**src/rtl/mem_line_ctrl_pkg.sv**
```systemverilog
// Shared definitions for the cache-line memory controller.
// Holds the FSM state encoding, the line data width, the line address width
// and the width of the per-access timeout counter.
package mem_if_pkg;

    localparam int LINE_W  = 128;   // one cache line
    localparam int LADDR_W = 28;    // line address, byte address bits [31:4]
    localparam int CNT_W   = 10;    // wide enough for TIMEOUT up to 1023

    typedef enum logic [2:0] {
        ST_IDLE = 3'd0,
        ST_WB   = 3'd1,
        ST_GAP  = 3'd2,
        ST_RD   = 3'd3,
        ST_WR   = 3'd4,
        ST_RESP = 3'd5
    } state_t;

endpackage

```
**src/rtl/mem_line_ctrl_if.sv**
```systemverilog
// Bus bundle between a cache and the line controller, plus the controller's
// slow-memory side.
//   req_*  / wb_*  : cache request (valid/ready handshake) and victim line
//   resp_*         : one-cycle completion pulse with error flag and fill data
//   mem_*          : slow-memory strobes, address, data and ready pulse
// Modports:
//   slave  : the controller
//   master : the environment (cache + slow memory)
interface mem_line_ctrl_if;
    import mem_if_pkg::*;

    logic               req_valid;
    logic               req_ready;
    logic               req_write;
    logic               req_wb;
    logic [LADDR_W-1:0] req_addr;
    logic [LINE_W-1:0]  req_wdata;
    logic [LADDR_W-1:0] wb_addr;
    logic [LINE_W-1:0]  wb_wdata;
    logic               resp_valid;
    logic               resp_err;
    logic [LINE_W-1:0]  resp_rdata;
    logic               mem_read;
    logic               mem_write;
    logic [LADDR_W-1:0] mem_addr;
    logic [LINE_W-1:0]  mem_wdata;
    logic [LINE_W-1:0]  mem_rdata;
    logic               mem_ready;

    modport slave (
        input  req_valid, req_write, req_wb, req_addr, req_wdata,
               wb_addr, wb_wdata, mem_rdata, mem_ready,
        output req_ready, resp_valid, resp_err, resp_rdata,
               mem_read, mem_write, mem_addr, mem_wdata
    );

    modport master (
        output req_valid, req_write, req_wb, req_addr, req_wdata,
               wb_addr, wb_wdata, mem_rdata, mem_ready,
        input  req_ready, resp_valid, resp_err, resp_rdata,
               mem_read, mem_write, mem_addr, mem_wdata
    );

endinterface

```
**src/rtl/mem_line_ctrl_wdog.sv**
```systemverilog
// Per-access watchdog for the line controller.
// Ports:
//   clk, rst   : clock, asynchronous active-high reset
//   clr_i      : restart the count at 0 (start of each memory access)
//   en_i       : count this cycle (a strobe is outstanding)
//   expired_o  : this is the TIMEOUT-th waiting cycle of the current access
module mem_wdog
    import mem_if_pkg::*;
#(
    parameter int TIMEOUT = 1023
) (
    input  logic clk,
    input  logic rst,
    input  logic clr_i,
    input  logic en_i,
    output logic expired_o
);

    // The counter reads 0 in the first strobe cycle, so reaching TIMEOUT-1
    // means TIMEOUT strobe cycles have elapsed without mem_ready.
    localparam logic [CNT_W-1:0] LAST = CNT_W'(TIMEOUT - 1);

    logic [CNT_W-1:0] cnt_q, cnt_d;

    always_comb begin
        cnt_d = cnt_q;
        if (clr_i) begin
            cnt_d = '0;
        end else if (en_i && (cnt_q != LAST)) begin
            cnt_d = cnt_q + 1'b1;
        end
    end

    always_ff @(posedge clk or posedge rst) begin
        if (rst) begin
            cnt_q <= '0;
        end else begin
            cnt_q <= cnt_d;
        end
    end

    assign expired_o = en_i && (cnt_q == LAST);

endmodule

```
**src/rtl/mem_line_ctrl.sv**
```systemverilog
// Cache-line controller: accepts one line request at a time from a cache and
// performs it against a slow memory, optionally writing back a victim line
// before the fill.
//
// state | meaning
// IDLE  | req_ready high, waiting for req_valid
// WB    | mem_write of victim line to wb_addr outstanding
// GAP   | one dead cycle between writeback and fill, both strobes low
// RD    | mem_read of req_addr outstanding
// WR    | mem_write of req_wdata to req_addr outstanding
// RESP  | resp_valid high for one cycle (resp_err set on timeout)
//
// Ports: clk, rst (asynchronous active-high), bus (mem_line_ctrl_if.slave).
module mem_line_ctrl
    import mem_if_pkg::*;
#(
    parameter int TIMEOUT = 1023
) (
    input  logic           clk,
    input  logic           rst,
    mem_line_ctrl_if.slave bus
);

    state_t             state_q, state_d;
    logic               mem_read_q, mem_read_d;
    logic               mem_write_q, mem_write_d;
    logic [LADDR_W-1:0] mem_addr_q, mem_addr_d;
    logic [LINE_W-1:0]  mem_wdata_q, mem_wdata_d;
    logic               resp_valid_q, resp_valid_d;
    logic               resp_err_q, resp_err_d;
    logic [LINE_W-1:0]  resp_rdata_q, resp_rdata_d;
    // Fill address, kept for the read that follows a writeback.  The other
    // accepted fields live directly in mem_addr_q / mem_wdata_q.
    logic [LADDR_W-1:0] fill_addr_q, fill_addr_d;

    logic wdog_clr, wdog_en, wdog_expired;

    mem_wdog #(
        .TIMEOUT (TIMEOUT)
    ) u_wdog (
        .clk       (clk),
        .rst       (rst),
        .clr_i     (wdog_clr),
        .en_i      (wdog_en),
        .expired_o (wdog_expired)
    );

    always_comb begin
        state_d      = state_q;
        mem_read_d   = 1'b0;
        mem_write_d  = 1'b0;
        mem_addr_d   = mem_addr_q;
        mem_wdata_d  = mem_wdata_q;
        resp_valid_d = 1'b0;
        resp_err_d   = 1'b0;
        resp_rdata_d = resp_rdata_q;
        fill_addr_d  = fill_addr_q;
        wdog_clr     = 1'b0;
        wdog_en      = 1'b0;

        case (state_q)
            ST_IDLE: begin
                if (bus.req_valid) begin
                    fill_addr_d = bus.req_addr;
                    wdog_clr    = 1'b1;
                    if (bus.req_write) begin
                        state_d     = ST_WR;
                        mem_write_d = 1'b1;
                        mem_addr_d  = bus.req_addr;
                        mem_wdata_d = bus.req_wdata;
                    end else if (bus.req_wb) begin
                        state_d     = ST_WB;
                        mem_write_d = 1'b1;
                        mem_addr_d  = bus.wb_addr;
                        mem_wdata_d = bus.wb_wdata;
                    end else begin
                        state_d    = ST_RD;
                        mem_read_d = 1'b1;
                        mem_addr_d = bus.req_addr;
                    end
                end
            end

            ST_WB, ST_WR: begin
                wdog_en = 1'b1;
                // mem_ready is checked before expiry so a ready on the last
                // allowed cycle still counts as success.
                if (bus.mem_ready) begin
                    if (state_q == ST_WB) begin
                        state_d = ST_GAP;
                    end else begin
                        state_d      = ST_RESP;
                        resp_valid_d = 1'b1;
                    end
                end else if (wdog_expired) begin
                    state_d      = ST_RESP;
                    resp_valid_d = 1'b1;
                    resp_err_d   = 1'b1;
                end else begin
                    mem_write_d = 1'b1;
                end
            end

            ST_GAP: begin
                state_d    = ST_RD;
                mem_read_d = 1'b1;
                mem_addr_d = fill_addr_q;
                wdog_clr   = 1'b1;
            end

            ST_RD: begin
                wdog_en = 1'b1;
                if (bus.mem_ready) begin
                    state_d      = ST_RESP;
                    resp_valid_d = 1'b1;
                    resp_rdata_d = bus.mem_rdata;
                end else if (wdog_expired) begin
                    state_d      = ST_RESP;
                    resp_valid_d = 1'b1;
                    resp_err_d   = 1'b1;
                end else begin
                    mem_read_d = 1'b1;
                end
            end

            ST_RESP: begin
                state_d = ST_IDLE;
            end

            default: begin
                state_d = ST_IDLE;
            end
        endcase
    end

    always_ff @(posedge clk or posedge rst) begin
        if (rst) begin
            state_q      <= ST_IDLE;
            mem_read_q   <= 1'b0;
            mem_write_q  <= 1'b0;
            mem_addr_q   <= '0;
            mem_wdata_q  <= '0;
            resp_valid_q <= 1'b0;
            resp_err_q   <= 1'b0;
            resp_rdata_q <= '0;
            fill_addr_q  <= '0;
        end else begin
            state_q      <= state_d;
            mem_read_q   <= mem_read_d;
            mem_write_q  <= mem_write_d;
            mem_addr_q   <= mem_addr_d;
            mem_wdata_q  <= mem_wdata_d;
            resp_valid_q <= resp_valid_d;
            resp_err_q   <= resp_err_d;
            resp_rdata_q <= resp_rdata_d;
            fill_addr_q  <= fill_addr_d;
        end
    end

    assign bus.req_ready  = (state_q == ST_IDLE);
    assign bus.mem_read   = mem_read_q;
    assign bus.mem_write  = mem_write_q;
    assign bus.mem_addr   = mem_addr_q;
    assign bus.mem_wdata  = mem_wdata_q;
    assign bus.resp_valid = resp_valid_q;
    assign bus.resp_err   = resp_err_q;
    assign bus.resp_rdata = resp_rdata_q;

endmodule
```
**src/flat_wrapper.sv**
```systemverilog
// flat-port wrapper written by rule: the top's interface ports become plain ports
module mem_line_ctrl_flat import mem_if_pkg::*;
#(
    parameter int TIMEOUT = 1023
)
  (clk, rst, bus_req_valid, bus_req_write, bus_req_wb, bus_req_addr, bus_req_wdata, bus_wb_addr, bus_wb_wdata, bus_mem_rdata, bus_mem_ready, bus_req_ready, bus_resp_valid, bus_resp_err, bus_resp_rdata, bus_mem_read, bus_mem_write, bus_mem_addr, bus_mem_wdata);
  mem_line_ctrl_if bus_i ();
  input  logic clk;
  input  logic rst;
  input wire logic [$bits(bus_i.req_valid)-1:0] bus_req_valid;
  input wire logic [$bits(bus_i.req_write)-1:0] bus_req_write;
  input wire logic [$bits(bus_i.req_wb)-1:0] bus_req_wb;
  input wire logic [$bits(bus_i.req_addr)-1:0] bus_req_addr;
  input wire logic [$bits(bus_i.req_wdata)-1:0] bus_req_wdata;
  input wire logic [$bits(bus_i.wb_addr)-1:0] bus_wb_addr;
  input wire logic [$bits(bus_i.wb_wdata)-1:0] bus_wb_wdata;
  input wire logic [$bits(bus_i.mem_rdata)-1:0] bus_mem_rdata;
  input wire logic [$bits(bus_i.mem_ready)-1:0] bus_mem_ready;
  output wire logic [$bits(bus_i.req_ready)-1:0] bus_req_ready;
  output wire logic [$bits(bus_i.resp_valid)-1:0] bus_resp_valid;
  output wire logic [$bits(bus_i.resp_err)-1:0] bus_resp_err;
  output wire logic [$bits(bus_i.resp_rdata)-1:0] bus_resp_rdata;
  output wire logic [$bits(bus_i.mem_read)-1:0] bus_mem_read;
  output wire logic [$bits(bus_i.mem_write)-1:0] bus_mem_write;
  output wire logic [$bits(bus_i.mem_addr)-1:0] bus_mem_addr;
  output wire logic [$bits(bus_i.mem_wdata)-1:0] bus_mem_wdata;
  assign bus_i.req_valid = bus_req_valid;
  assign bus_i.req_write = bus_req_write;
  assign bus_i.req_wb = bus_req_wb;
  assign bus_i.req_addr = bus_req_addr;
  assign bus_i.req_wdata = bus_req_wdata;
  assign bus_i.wb_addr = bus_wb_addr;
  assign bus_i.wb_wdata = bus_wb_wdata;
  assign bus_i.mem_rdata = bus_mem_rdata;
  assign bus_i.mem_ready = bus_mem_ready;
  assign bus_req_ready = bus_i.req_ready;
  assign bus_resp_valid = bus_i.resp_valid;
  assign bus_resp_err = bus_i.resp_err;
  assign bus_resp_rdata = bus_i.resp_rdata;
  assign bus_mem_read = bus_i.mem_read;
  assign bus_mem_write = bus_i.mem_write;
  assign bus_mem_addr = bus_i.mem_addr;
  assign bus_mem_wdata = bus_i.mem_wdata;
  mem_line_ctrl #(.TIMEOUT(TIMEOUT)) u_core (.clk(clk), .rst(rst), .bus(bus_i));
endmodule
```
**config.mk**
```make
export PLATFORM = sky130hd
export DESIGN_NAME = mem_line_ctrl_flat
export DESIGN_NICKNAME = d
export VERILOG_FILES = /design/src/rtl/mem_line_ctrl_pkg.sv /design/src/rtl/mem_line_ctrl_if.sv /design/src/rtl/mem_line_ctrl_wdog.sv /design/src/rtl/mem_line_ctrl.sv /design/src/flat_wrapper.sv
export SDC_FILE = /design/constraint.sdc
export NUM_CORES = 1
export LEC_CHECK = 0
export ABC_AREA = 1
export BUFFER_PORTS_ARGS = -buffer_cell sky130_fd_sc_hd__buf_2
export CELL_PAD_IN_SITES_DETAIL_PLACEMENT = 1
export CELL_PAD_IN_SITES_GLOBAL_PLACEMENT = 1
export CORE_AREA = 2 2 285 287
export CTS_BUF_LIST = sky130_fd_sc_hd__clkbuf_16
export CTS_CLUSTER_DIAMETER = 80
export DETAILED_ROUTE_END_ITERATION = 8
export DIE_AREA = 0 0 287 289
export PLACE_DENSITY = 0.55
export SETUP_SLACK_MARGIN = 0.05
export SLEW_MARGIN = 20
export SYNTH_ARGS = -nofsm -noshare
export SYNTH_HDL_FRONTEND = slang
export SYNTH_SLANG_ARGS = --single-unit
```
**constraint.sdc**
```tcl
create_clock -name clk -period 10.93 [get_ports clk]
set_input_delay 1.6395 -clock clk [delete_from_list [all_inputs] [get_ports clk]]
set_output_delay 1.6395 -clock clk [all_outputs]
set_load 0.005 [all_outputs]
```
# Word-level counts from Yosys, hierarchy flattened
# Index checks and enable logic that the tools add are counted.
[op_classes] add_sub_neg=1 n_eq_ne=7 mux=36 reduce_logical=12
[ops] op="128-bit 2-to-1 mux" count=2
[ops] op="28-bit 2-to-1 mux" count=3
[ops] op="28-bit one-hot mux with 2 select lines" count=1
[ops] op="10-bit 2-to-1 mux" count=2
[ops] op="3-bit 2-to-1 mux" count=6
[ops] op="1-bit 2-to-1 mux" count=16
[ops] op="3-bit one-hot mux with 4 select lines" count=1
[ops] op="10-bit by 1-bit adder with 10-bit output (second input constant)" count=1
[ops] op="10-bit == test (second input constant)" count=1
[ops] op="10-bit != test (second input constant)" count=1
[ops] op="3-bit by 2-bit == test with 1-bit output (second input constant)" count=2
[ops] op="1-bit one-hot mux with 2 select lines" count=3
[ops] op="2-bit AND reduction" count=3
[ops] op="2-bit nonzero test" count=3
[ops] op="3-bit by 1-bit == test with 1-bit output (second input constant)" count=1
[ops] op="3-bit == test (second input constant)" count=1
[ops] op="3-bit logical NOT" count=1
[ops] op="1-bit one-hot mux with 3 select lines" count=1
[ops] op="3-bit AND reduction" count=1
[ops] op="3-bit OR reduction" count=1
[ops] op="1-bit logical AND" count=2
[ops] op="2-bit 2-to-1 mux" count=1
[ops] op="2-bit != test (second input constant)" count=1
[ops] op="2-bit OR reduction" count=1
[word_totals] register_bits=329 inputBits=446 output_inout_bits=289

# Depth between registers and ports, before layout
# Gate-level depths: netlist of run 1.
[depth] word_depth=7 depth_mapped=11

# Hierarchy
# A second synthesis of run 1 with hierarchy kept.
[unflattened] hier_cells=1604 hier_area_um2=14522.7
[by_module_without_submodules] module="mem_line_ctrl" n_inst=1 cells_per_inst=1511 area_each_um2=13868.3
[by_module_without_submodules] module="mem_wdog" n_inst=1 cells_per_inst=93 area_each_um2=654.4

# Worst setup path after synthesis of run 1
# No wires, ideal clock.
[synth_path] path_type="in2reg" from="input port bus_req_write" to="register u_core.mem_write_q (netlist: u_core.bus.mem_write)" t_arrival_ps=2645 required_ps=10810 slack_ps=8165 cell_stages=7 path_buffers=3 cell_sequence="buf_2 -> or2_1 -> nand2_1 -> nor2_4 -> buf_2 -> buf_4 -> a31o_2"
[synth_between] elab_chain_len=3
[synth_rtl] item="start, declared" line="flat_wrapper.sv:11" text="input wire logic [$bits(bus_i.req_write)-1:0] bus_req_write;"
[synth_rtl] item="1-bit 2-to-1 mux" line="mem_line_ctrl.sv:66" text="if (bus.req_write) begin"
[synth_rtl] item="1-bit 2-to-1 mux" line="mem_line_ctrl.sv:63" text="if (bus.req_valid) begin"
[synth_rtl] item="1-bit one-hot mux with 2 select lines" line="mem_line_ctrl.sv:61" text="case (state_q)"
[synth_rtl] item="named net u_core.mem_write_d" line="mem_line_ctrl.sv:26" text="logic mem_write_q, mem_write_d;"
[synth_rtl] item="end signal, assigned" line="mem_line_ctrl.sv:150" text="mem_write_q <= mem_write_d;"
[synth_rtl] item="end, declared" line="mem_line_ctrl.sv:26"
# The timed path passes the listed nets, and every way through them passes these cells.
# A chain may end at the register's enable or synchronous reset.

# Worst setup path in the final report of run 1
[layout_path] from="input port bus_req_write" to="register u_core.mem_wdata_q[45] (netlist: u_core.bus.mem_wdata[45])"
[layout_between] elab_chain_len=2 word_cells_on_any_way=3
[layout_rtl] item="2-bit nonzero test (no line)"
[layout_rtl] item="3-bit AND reduction (no line)"
[layout_rtl] item="end signal, assigned" line="mem_line_ctrl.sv:152" text="mem_wdata_q <= mem_wdata_d;"
[layout_rtl] item="end, declared" line="mem_line_ctrl.sv:28" text="logic [LINE_W-1:0] mem_wdata_q, mem_wdata_d;"
# Several ways; a longest one is shown, not always the timed one.

==> impl_metrics.json, run 1 <==
{
  "status": "completed",
  "viasPerCell": 4.18,
  "drtAntennaViolNets": 0,
  "tns_ns": 0,
  "cts_root_buf": "clkbuf_16",
  "crit_path_end_kind": "register",
  "combPwrFrac_pct": 35.0,
  "wire_per_inst_um": 17.8,
  "leakage_uw": 0.0106,
  "first_pass_iters": 5,
  "drc": 0,
  "ir_drop_v": 0.000117,
  "internal-power_uw": 3300,
  "track_usage_pct": 14.0,
  "cts_hold_buf": 0,
  "initial_core_util_pct": 17.9,
  "cts_resized": 0,
  "maxClockFrequency_mhz": 250,
  "dr_total_vias": 14500,
  "skew_ns": 0.0252,
  "grt_max_degree": 227,
  "die_height_um": 289,
  "nets": 2811,
  "post_cts_buffers": 0,
  "grt_pass1_wl_mm": 91.7,
  "p_per_area_nw_per_um2": 261,
  "yosysUniqueCellTypes": 27,
  "swShare_pct": 37.1,
  "port_buffers": 734,
  "dieArea_sq_um": 82900,
  "place_ws_ns": 6.36,
  "rsz0062_at_grt": "false",
  "drtIter0Drc": 664,
  "arrival_ns": 4.35,
  "cpMaxStageDelayCell": "nor2_4",
  "r2r_slack_ns": 7.99,
  "fin_ws_ns": 6.94,
  "whs_ns": 0.464,
  "setup_viol": 0,
  "crit_type": "in -> reg",
  "cts_buffer_depth": 3,
  "critical_path_peak_fanout": 226,
  "startpoint_type": "primary input",
  "worstPathRequired_ns": 11.28,
  "routed_wl_mm": 61.6,
  "routabilityCongestion": 0.820,
  "clkLatencyLatePin_ns": 0.55,
  "pwr-share-seq_pct": 41.2,
  "fillers": 9750,
  "drv_slew": 0,
  "die_x_um": 287,
  "final-hold-violation-count": 0,
  "synth_fp_nets": 2145,
  "dpl.hpwl_mm": 45.3,
  "final_util_pct": 25.1,
  "final_common_cell": "buf_2",
  "clkSlewWorstSetupHoldPaths_ns": 0.05,
  "rows": 104,
  "crit_path_cell_trace": "buf_4 -> or2_1 -> nand2_1 -> nor2_4 -> buf_12 -> a31oi_1",
  "area_growth_pct": 40.6,
  "antenna_found_initial": 19,
  "grt_pass1_vias": 15400,
  "p_sw_uw": 1940,
  "io_pins": 735,
  "synth.avg_cell_area_sq_um": 8.41,
  "cts_sinks": 329,
  "slew_headroom_pct": 26.1,
  "yosysSeqAreaShare_pct": 57.7,
  "ys_ff_latch": 329,
  "gr-total-overflow": 0,
  "finalCriticalPeriod_ns": 3.99,
  "final_cell_mix": "732 x buf_2, 665 x nand2_1, 329 x dfrtp_1",
  "slowest_delay_ns": 0.73,
  "power_frac_clock_pct": 23.8,
  "core_sq_um": 79900,
  "cts_made_buffers": 42,
  "cap_violations": 0,
  "worstMarginPinSlew_ns": 1.11,
  "synth_area_sq_um": 14300,
  "hold_class": "reg -> reg",
  "ctsHtreeMaxLevel": 2,
  "yosysWarnings": 0,
  "cts_tree": "built",
  "layout-drive-gt1-share_pct": 33.9,
  "finalCritPeriodShare_pct": 36.6,
  "netlist_instances": 1697
}
final timing paths:
check                                           from                        end  cells after the start
setup reg to reg                   u_core.state_q[0]   u_core.bus.mem_wdata[45]                      5
max in group asynchronous                        rst    u_core.bus.mem_addr[12]                      3
hold / removal             u_core.bus.resp_rdata[33]  u_core.bus.resp_rdata[33]                      2
hold reg to reg            u_core.bus.resp_rdata[33]  u_core.bus.resp_rdata[33]                      2
min in group asynchronous                        rst  u_core.bus.resp_rdata[23]                      2
setup / recovery                       bus_req_write   u_core.bus.mem_wdata[45]                      6
worst max-delay path: cells and delay by family:
kind,cells,cell delay (ns)
AO/OA/AOI/OAI,1,0.20
buffers and inverters,2,1.05
AND/OR/NAND/NOR,3,1.04
final cells by class:
type,count,area [sq um],share of cell area (%)
Timing Repair Buffer,744,3780,18.8
Inverter,50,200,0.998
Clock inverter,29,131,0.655
Sequential cell,329,8230,41.0
Tap cell,1060,1330,6.61
Antenna cell,11,27.5,0.137
Clock buffer,43,1080,5.36
Multi-Input combinational cell,1196,5300,26.4
Yosys cell counts (all sizes together):
master	count	share of area, %
dfrtp	329	58
a31oi	128	5.6
a21oi	3	0.11
nand4	4	0.18
nor3	2	0.11
nor2	147	4.0
nand2	669	18
o21ai	35	1.2
ha	2	0.18
clkbuf	50	1.3
buf	72	2.7
o211ai	28	1.5
xor2	2	0.12
inv	50	1.3
or2	1	0.044
a21o	2	0.11
a31o	1	0.061
nand3	170	6.0
xnor2	2	0.12
metrics by stage:
stage | instance area [sq um] | std cells | power [uW]
after floorplan | 14300 | 1697 | 3030
after global placement | 18800 | 3379 | 3990
after detailed placement | 18800 | 3379 | 4070
after CTS | 20000 | 3451 | 5370
after global routing | 20100 | 3461 | 5690
final | 20100 | 3462 | 5240
metal layers:
| layer | vias up | wire [um] | part of all wire (%) | track usage, % |
|---|---|---|---|---|
| met5 | - | 111 | 0.18 | 0 |
| met4 | 18 | 2400 | 3.9 | 5.90 |
| met3 | 120 | 5020 | 8.2 | 4.43 |
| met2 | 521 | 29700 | 48 | 23.4 |
| met1 | 6943 | 24300 | 39 | 16.7 |
| li1 | 6859 | - | - | - |
power groups by stage:
stage	logic, uW	registers [uW]	clock network (uW)
after global routing	2090	2240	1360
after global placement	1840	2160	0
final	1830	2160	1250
after detailed placement	1890	2180	0
after floorplan	853	2180	0
after CTS	1890	2170	1310
sequential cells by signal, summed over array words and instances (netlist names):
name	count
u_core.fill_addr_q	28
u_core.bus.mem_read	1
u_core.bus.resp_rdata	128
u_core.bus.mem_addr	28
u_core.u_wdog.cnt_q	10
u_core.bus.mem_write	1
u_core.bus.mem_wdata	128
u_core.bus.resp_valid	1
u_core.state_q	3
u_core.bus.resp_err	1
logic make-up (layout without fill, tap and decap cells):
| family | count (synthesis) | after routing | synth area share [%] |
|---|---|---|---|
| fa+ha+maj | 2 | 2 | 0.175 |
| flops | 329 | 329 | 57.7 |
| simple gates | 993 | 993 | 28.0 |
| buf+inv | 172 | 866 | 5.34 |
| compound gates | 197 | 197 | 8.58 |
| other cells | 0 | 11 | 0 |
| xor+xnor | 4 | 4 | 0.246 |
No activity file was read; power rests on OpenSTA's default activity.
==> run 2, diff against run 1 <==
--- a/config.mk
+++ b/config.mk
@@ -9,12 +9,12 @@
 export BUFFER_PORTS_ARGS = -buffer_cell sky130_fd_sc_hd__buf_2
 export CELL_PAD_IN_SITES_DETAIL_PLACEMENT = 1
 export CELL_PAD_IN_SITES_GLOBAL_PLACEMENT = 1
-export CORE_AREA = 2 2 285 287
+export CORE_AREA = 2 2 287 289
 export CTS_BUF_LIST = sky130_fd_sc_hd__clkbuf_16
 export CTS_CLUSTER_DIAMETER = 80
 export DETAILED_ROUTE_END_ITERATION = 8
-export DIE_AREA = 0 0 287 289
-export PLACE_DENSITY = 0.55
+export DIE_AREA = 0 0 289 291
+export PLACE_DENSITY = 0.52
 export SETUP_SLACK_MARGIN = 0.05
 export SLEW_MARGIN = 20
 export SYNTH_ARGS = -nofsm -noshare
==> constraint.sdc (replaced) <==
create_clock -name clk -period 4.18 [get_ports clk]
set_input_delay 0.627 -clock clk [delete_from_list [all_inputs] [get_ports clk]]
set_output_delay 0.627 -clock clk [all_outputs]
set_load 0.005 [all_outputs]
==> run 2 against run 1 <==
- global-route usage up 0.76 points
- via count is 0.47% higher
- combinational power increased to 2.7 times the previous value
- critical path depth rose by 2
- sequential power grew to 2.6 times the previous value
- register-to-register slack got worse by 6.6 ns
- first-iteration DRC count down 11%
- clock-buffer cell count is the same
- total power grew to 2.7 times the previous value
- wire length is 4.7% higher
- largest cell class unchanged
==> impl_metrics.json, run 2 (same netlist as run 1, synthesis figures left out) <==
{
  "ctsHtreeMaxLevel": 2,
  "p_per_area_nw_per_um2": 691,
  "drv_slew": 0,
  "placed_area_sq_um": 19000,
  "grt_pass1_vias": 15600,
  "crit_top_cell": "nand2_1",
  "cts_hold_buf": 0,
  "antenna_found_initial": 30,
  "critical_path_peak_fanout": 57,
  "grt_max_degree": 129,
  "startpoint_type": "register",
  "gr-total-overflow": 0,
  "crit_path_end_kind": "register",
  "r2r_slack_ns": 1.40,
  "place_ws_ns": 1.31,
  "rows": 105,
  "path_buf_inv": 1,
  "io_pins": 735,
  "setup_viol": 0,
  "clkLatencyLatePin_ns": 0.57,
  "cpMaxStageDelayCell": "nor2_4",
  "status": "completed",
  "final_cell_mix": "732 x buf_2, 665 x nand2_1, 329 x dfrtp_1",
  "path_delay_family": "simple AND/OR/NAND/NOR gates",
  "die_height_um": 291,
  "slowest_delay_ns": 0.73,
  "routed_wl_mm": 64.5,
  "rsz0062_at_grt": "false",
  "path_depth": 8,
  "hold_class": "in -> async",
  "finalCriticalPeriod_ns": 2.78,
  "maxClockFrequency_mhz": 360,
  "dieArea_sq_um": 84100,
  "final_common_cell": "buf_2",
  "routabilityCongestion": 0.856,
  "track_usage_pct": 14.8,
  "leakage_uw": 0.0107,
  "cts_buffer_depth": 3,
  "area_growth_pct": 43.1,
  "dr_total_vias": 14500,
  "finalCritPeriodShare_pct": 66.5,
  "crit_type": "reg -> reg",
  "first_pass_iters": 4,
  "whs_ns": 0.0769,
  "timing.rr.start": "u_core.state_q[0]",
  "cts_made_buffers": 42,
  "fillers": 9862,
  "core_sq_um": 81200,
  "port_buffers": 734,
  "crit_path_cell_trace": "nor2_2 -> nand2_2 -> nor2_4 -> inv_2 -> nand2_1 -> nor2_1 -> nand2_1 -> o21ai_0",
  "grt_pass1_wl_mm": 95.8,
  "p_total_uw": 14100,
  "drtIter0Drc": 590,
  "nets": 2828,
  "cts_resized": 0,
  "reg2reg_to": "u_core.u_wdog.cnt_q[4]",
  "dpl.hpwl_mm": 48.0,
  "die_x_um": 289,
  "stdcell_area_sq_um": 20400,
  "cap_violations": 0,
  "slew_headroom_pct": 29.0,
  "wire_per_inst_um": 18.4,
  "layout-drive-gt1-share_pct": 34.3,
  "cts_tree": "built",
  "fin_ws_ns": 1.40,
  "post_cts_buffers": 0,
  "worstMarginPinSlew_ns": 1.06,
  "cts_sinks": 329,
  "skew_ns": 0.0194,
  "worstPathRequired_ns": 4.63,
  "cts_root_buf": "clkbuf_16",
  "viasPerCell": 4.16,
  "final_util_pct": 25.1,
  "initial_core_util_pct": 17.6,
  "clkSlewWorstSetupHoldPaths_ns": 0.06,
  "arrival_ns": 3.23,
  "drtAntennaViolNets": 0,
  "ir_drop_v": 0.000244,
  "final-hold-violation-count": 0,
  "ff2ff_path_depth": 8,
  "drc": 0
}
## run 2: cell types whose count changed in the layout (fill, tap and decap cells not counted), sizes merged
| cell | previous run | this run |
|---|---|---|
| buf | 744 | 761 |
| diode | 11 | 17 |
| bufinv | 0 | 4 |
| clkinv | 14 | 10 |
## run 2: how the worst max path moves through the flow
stage,from,to,slack (ns)
floorplan,rst,u_core.bus.mem_addr[0],-0.84
global placement,bus_req_valid,u_core.u_wdog.cnt_q[4],1.32
detailed placement,u_core.state_q[0],u_core.u_wdog.cnt_q[4],1.31
CTS,u_core.state_q[0],u_core.u_wdog.cnt_q[4],1.30
global route,u_core.state_q[0],u_core.u_wdog.cnt_q[4],1.05
finish,u_core.state_q[0],u_core.u_wdog.cnt_q[4],1.40
## run 2: per-layer routing
metal,part of all wire (%),routed length (um),vias up,track usage [%]
met5,0.22,141,-,0
met4,2.6,1660,22,4.87
met3,8.9,5750,107,5.23
met2,50,32100,485,26.0
met1,39,24900,7004,16.5
li1,-,-,6911,-
## run 2: where the power goes
group / total, uW / internal (uW) / switching [uW] / leakage (uW)
sequential: 5660 / 4750 / 906 / 0.00398
combinational: 4910 / 2080 / 2840 / 0.00606
clock: 3550 / 2090 / 1460 / 0.000681
total: 14100 / 8920 / 5200 / 0.0107
## run 2: final cells by class
| type | count | area (sq um) | share of cell area (%) |
|---|---|---|---|
| sequential | 329 | 8230 | 40.3 |
| multi-input combinational | 1196 | 5290 | 25.9 |
| timing repair buffer | 761 | 4010 | 19.7 |
| tap | 1070 | 1340 | 6.56 |
| clock buffer | 43 | 1080 | 5.27 |
| clock inverter | 29 | 225 | 1.10 |
| inverter | 50 | 196 | 0.962 |
| antenna | 17 | 42.5 | 0.208 |
## run 2: through the flow
stage	setup TNS (ns)	cells
2_1_floorplan	-276.26	1697
3_3_place_gp	0	3405
5_1_grt	0	3492
4_1_cts	0	3477
3_5_place_dp	0	3405
6_report	0	3495
==> run 3, diff against run 2 <==
--- a/config.mk
+++ b/config.mk
@@ -9,12 +9,12 @@
 export BUFFER_PORTS_ARGS = -buffer_cell sky130_fd_sc_hd__buf_2
 export CELL_PAD_IN_SITES_DETAIL_PLACEMENT = 1
 export CELL_PAD_IN_SITES_GLOBAL_PLACEMENT = 1
-export CORE_AREA = 2 2 287 289
+export CORE_AREA = 2 2 285 287
 export CTS_BUF_LIST = sky130_fd_sc_hd__clkbuf_16
 export CTS_CLUSTER_DIAMETER = 80
 export DETAILED_ROUTE_END_ITERATION = 8
-export DIE_AREA = 0 0 289 291
-export PLACE_DENSITY = 0.52
+export DIE_AREA = 0 0 287 289
+export PLACE_DENSITY = 0.55
 export SETUP_SLACK_MARGIN = 0.05
 export SLEW_MARGIN = 20
 export SYNTH_ARGS = -nofsm -noshare
==> constraint.sdc (replaced) <==
create_clock -name clk -period 2.5 [get_ports clk]
set_input_delay 0.375 -clock clk [delete_from_list [all_inputs] [get_ports clk]]
set_output_delay 0.375 -clock clk [all_outputs]
set_load 0.005 [all_outputs]
==> run 3 against run 2 <==
- sequential cell count stayed put
- utilization is 0.73 points higher
- combinational power is 66% higher
- non-clock buffer count is 20 higher
- clock power is 75% higher
- critical path type is now reg -> out
- critical endpoint is now bus_req_ready
- largest cell class unchanged
- highest routed layer unchanged
==> impl_metrics.json, run 3 (same netlist as run 1, synthesis figures left out) <==
{
  "status": "completed",
  "core_sq_um": 79900,
  "rsz0062_at_grt": "false",
  "dr_total_vias": 14600,
  "die_x_um": 287,
  "gr-total-overflow": 0,
  "pwr-share-seq_pct": 39.6,
  "crit_path_end_kind": "output port",
  "routabilityCongestion": 0.834,
  "grt_pass1_vias": 15400,
  "dieArea_sq_um": 82900,
  "critical_path_peak_fanout": 6,
  "crit_path_cell_trace": "nor2_2 -> nand2_2 -> inv_1 -> buf_2",
  "startpoint": "u_core.state_q[0]",
  "cts_sinks": 329,
  "final_common_cell": "buf_2",
  "leakage_uw": 0.0109,
  "io_pins": 735,
  "skew_ns": 0.0142,
  "cap_violations": 0,
  "rows": 104,
  "cts_root_buf": "clkbuf_16",
  "reg2reg_to": "u_core.fill_addr_q[21]",
  "hold_class": "in -> reg",
  "maxClockFrequency_mhz": 503,
  "slowest_delay_ns": 0.46,
  "power_frac_clock_pct": 26.1,
  "worstPathRequired_ns": 2.12,
  "p_per_area_nw_per_um2": 1150,
  "clkLatencyLatePin_ns": 0.57,
  "drtIter0Drc": 510,
  "timing.rr.start": "u_core.state_q[0]",
  "final-hold-violation-count": 0,
  "final_cell_mix": "732 x buf_2, 665 x nand2_1, 329 x dfrtp_1",
  "nets": 2851,
  "cts_buffer_depth": 3,
  "cpMaxStageDelayCell": "dfrtp_1",
  "wire_per_inst_um": 17.9,
  "crit_type": "reg -> out",
  "routed_wl_mm": 62.6,
  "layout-drive-gt1-share_pct": 34.7,
  "drv_slew": 0,
  "swShare_pct": 36.4,
  "ff2ff_path_depth": 8,
  "area_growth_pct": 44.9,
  "initial_core_util_pct": 17.9,
  "fillers": 9772,
  "antenna_found_initial": 16,
  "final_util_pct": 25.9,
  "endpoint": "bus_req_ready",
  "grt_pass1_wl_mm": 92.8,
  "first_pass_iters": 4,
  "arrival_ns": 1.61,
  "r2r_slack_ns": 0.54,
  "dpl.hpwl_mm": 47.1,
  "port_buffers": 734,
  "combPwrFrac_pct": 34.3,
  "p_sw_uw": 8680,
  "track_usage_pct": 14.3,
  "drc": 0,
  "ctsHtreeMaxLevel": 2,
  "startpoint_type": "register",
  "grt_max_degree": 129,
  "finalCritPeriodShare_pct": 79.5,
  "die_height_um": 289,
  "finalCriticalPeriod_ns": 1.99,
  "whs_ns": 0.0503,
  "ir_drop_v": 0.000416,
  "setup_viol": 0,
  "internal-power_uw": 15100,
  "clkSlewWorstSetupHoldPaths_ns": 0.06,
  "cts_tree": "built",
  "post_cts_buffers": 0,
  "viasPerCell": 4.17,
  "worstMarginPinSlew_ns": 0.722,
  "slew_headroom_pct": 51.9,
  "p_total_uw": 23800,
  "cts_made_buffers": 45,
  "drtAntennaViolNets": 0
}
run 3: cell count changes in the layout (fill, tap and decap cells not counted), moves of 2 or more:
cell / before / now
buf_12: 9 / 11
clkbuf_16: 43 / 45
buf_4: 19 / 26
clkinv_2: 2 / 5
diode_2: 17 / 13
inv_6: 1 / 4
dlygate4sd3_1: 0 / 12
inv_1: 58 / 55
run 3: power groups by stage:
stage,clock network [uW],registers [uW],logic [uW]
2_1_floorplan,0,9530,3730
3_3_place_gp,0,9410,8180
3_5_place_dp,0,9510,8370
4_1_cts,6480,9470,8380
5_1_grt,6700,9780,9280
6_report,6220,9430,8150
run 3: layout make-up:
class	count	area, sq um	share of cell area, %
Clock inverter	34	272	1.31
Multi-Input combinational cell	1196	5290	25.6
Tap cell	1060	1330	6.41
Antenna cell	13	32.5	0.157
Clock buffer	45	1130	5.45
Inverter	50	196	0.950
Timing Repair Buffer	781	4200	20.3
Sequential cell	329	8230	39.8
run 3: critical path: cells and delay by family, from the launching register on:
kind,cells,cell delay [ns]
buffers and inverters,2,0.25
DFF,1,0.46
and+or+nand+nor,2,0.34
run 3: repair_timing:
item | CTS | global route
hold buffers | 12 | 0
hold endpoints to repair | 17 | 0
gates resized for setup | 0 | 0
run 3: per-layer routing:
metal | global-route usage [%] | share of wire [%]
met3 | 4.50 | 7.9
met4 | 5.51 | 3.7
met1 | 16.9 | 40
met2 | 24.4 | 48
met5 | 0 | 0.13
run 3: how the worst min path moves through the flow:
stage	start	end	cells after the start
detailed placement	u_core.bus.resp_rdata[62]	u_core.bus.resp_rdata[62]	2
global placement	u_core.bus.resp_rdata[22]	u_core.bus.resp_rdata[22]	2
global route	bus_mem_rdata[95]	u_core.bus.resp_rdata[95]	3
CTS	bus_mem_rdata[93]	u_core.bus.resp_rdata[93]	3
finish	bus_mem_rdata[95]	u_core.bus.resp_rdata[95]	3
floorplan	u_core.fill_addr_q[10]	u_core.fill_addr_q[10]	2
run 3: through the flow:
stage / cells / worst slack [ns] / cell area [sq um] / TNS, ns
global route: 3503 / 0.301 / 20700 / 0
global placement: 3404 / 0.594 / 19100 / 0
CTS: 3495 / 0.443 / 20600 / 0
detailed placement: 3404 / 0.519 / 19100 / 0
finish: 3508 / 0.512 / 20700 / 0
floorplan: 1697 / -2.27 / 14300 / -746.07
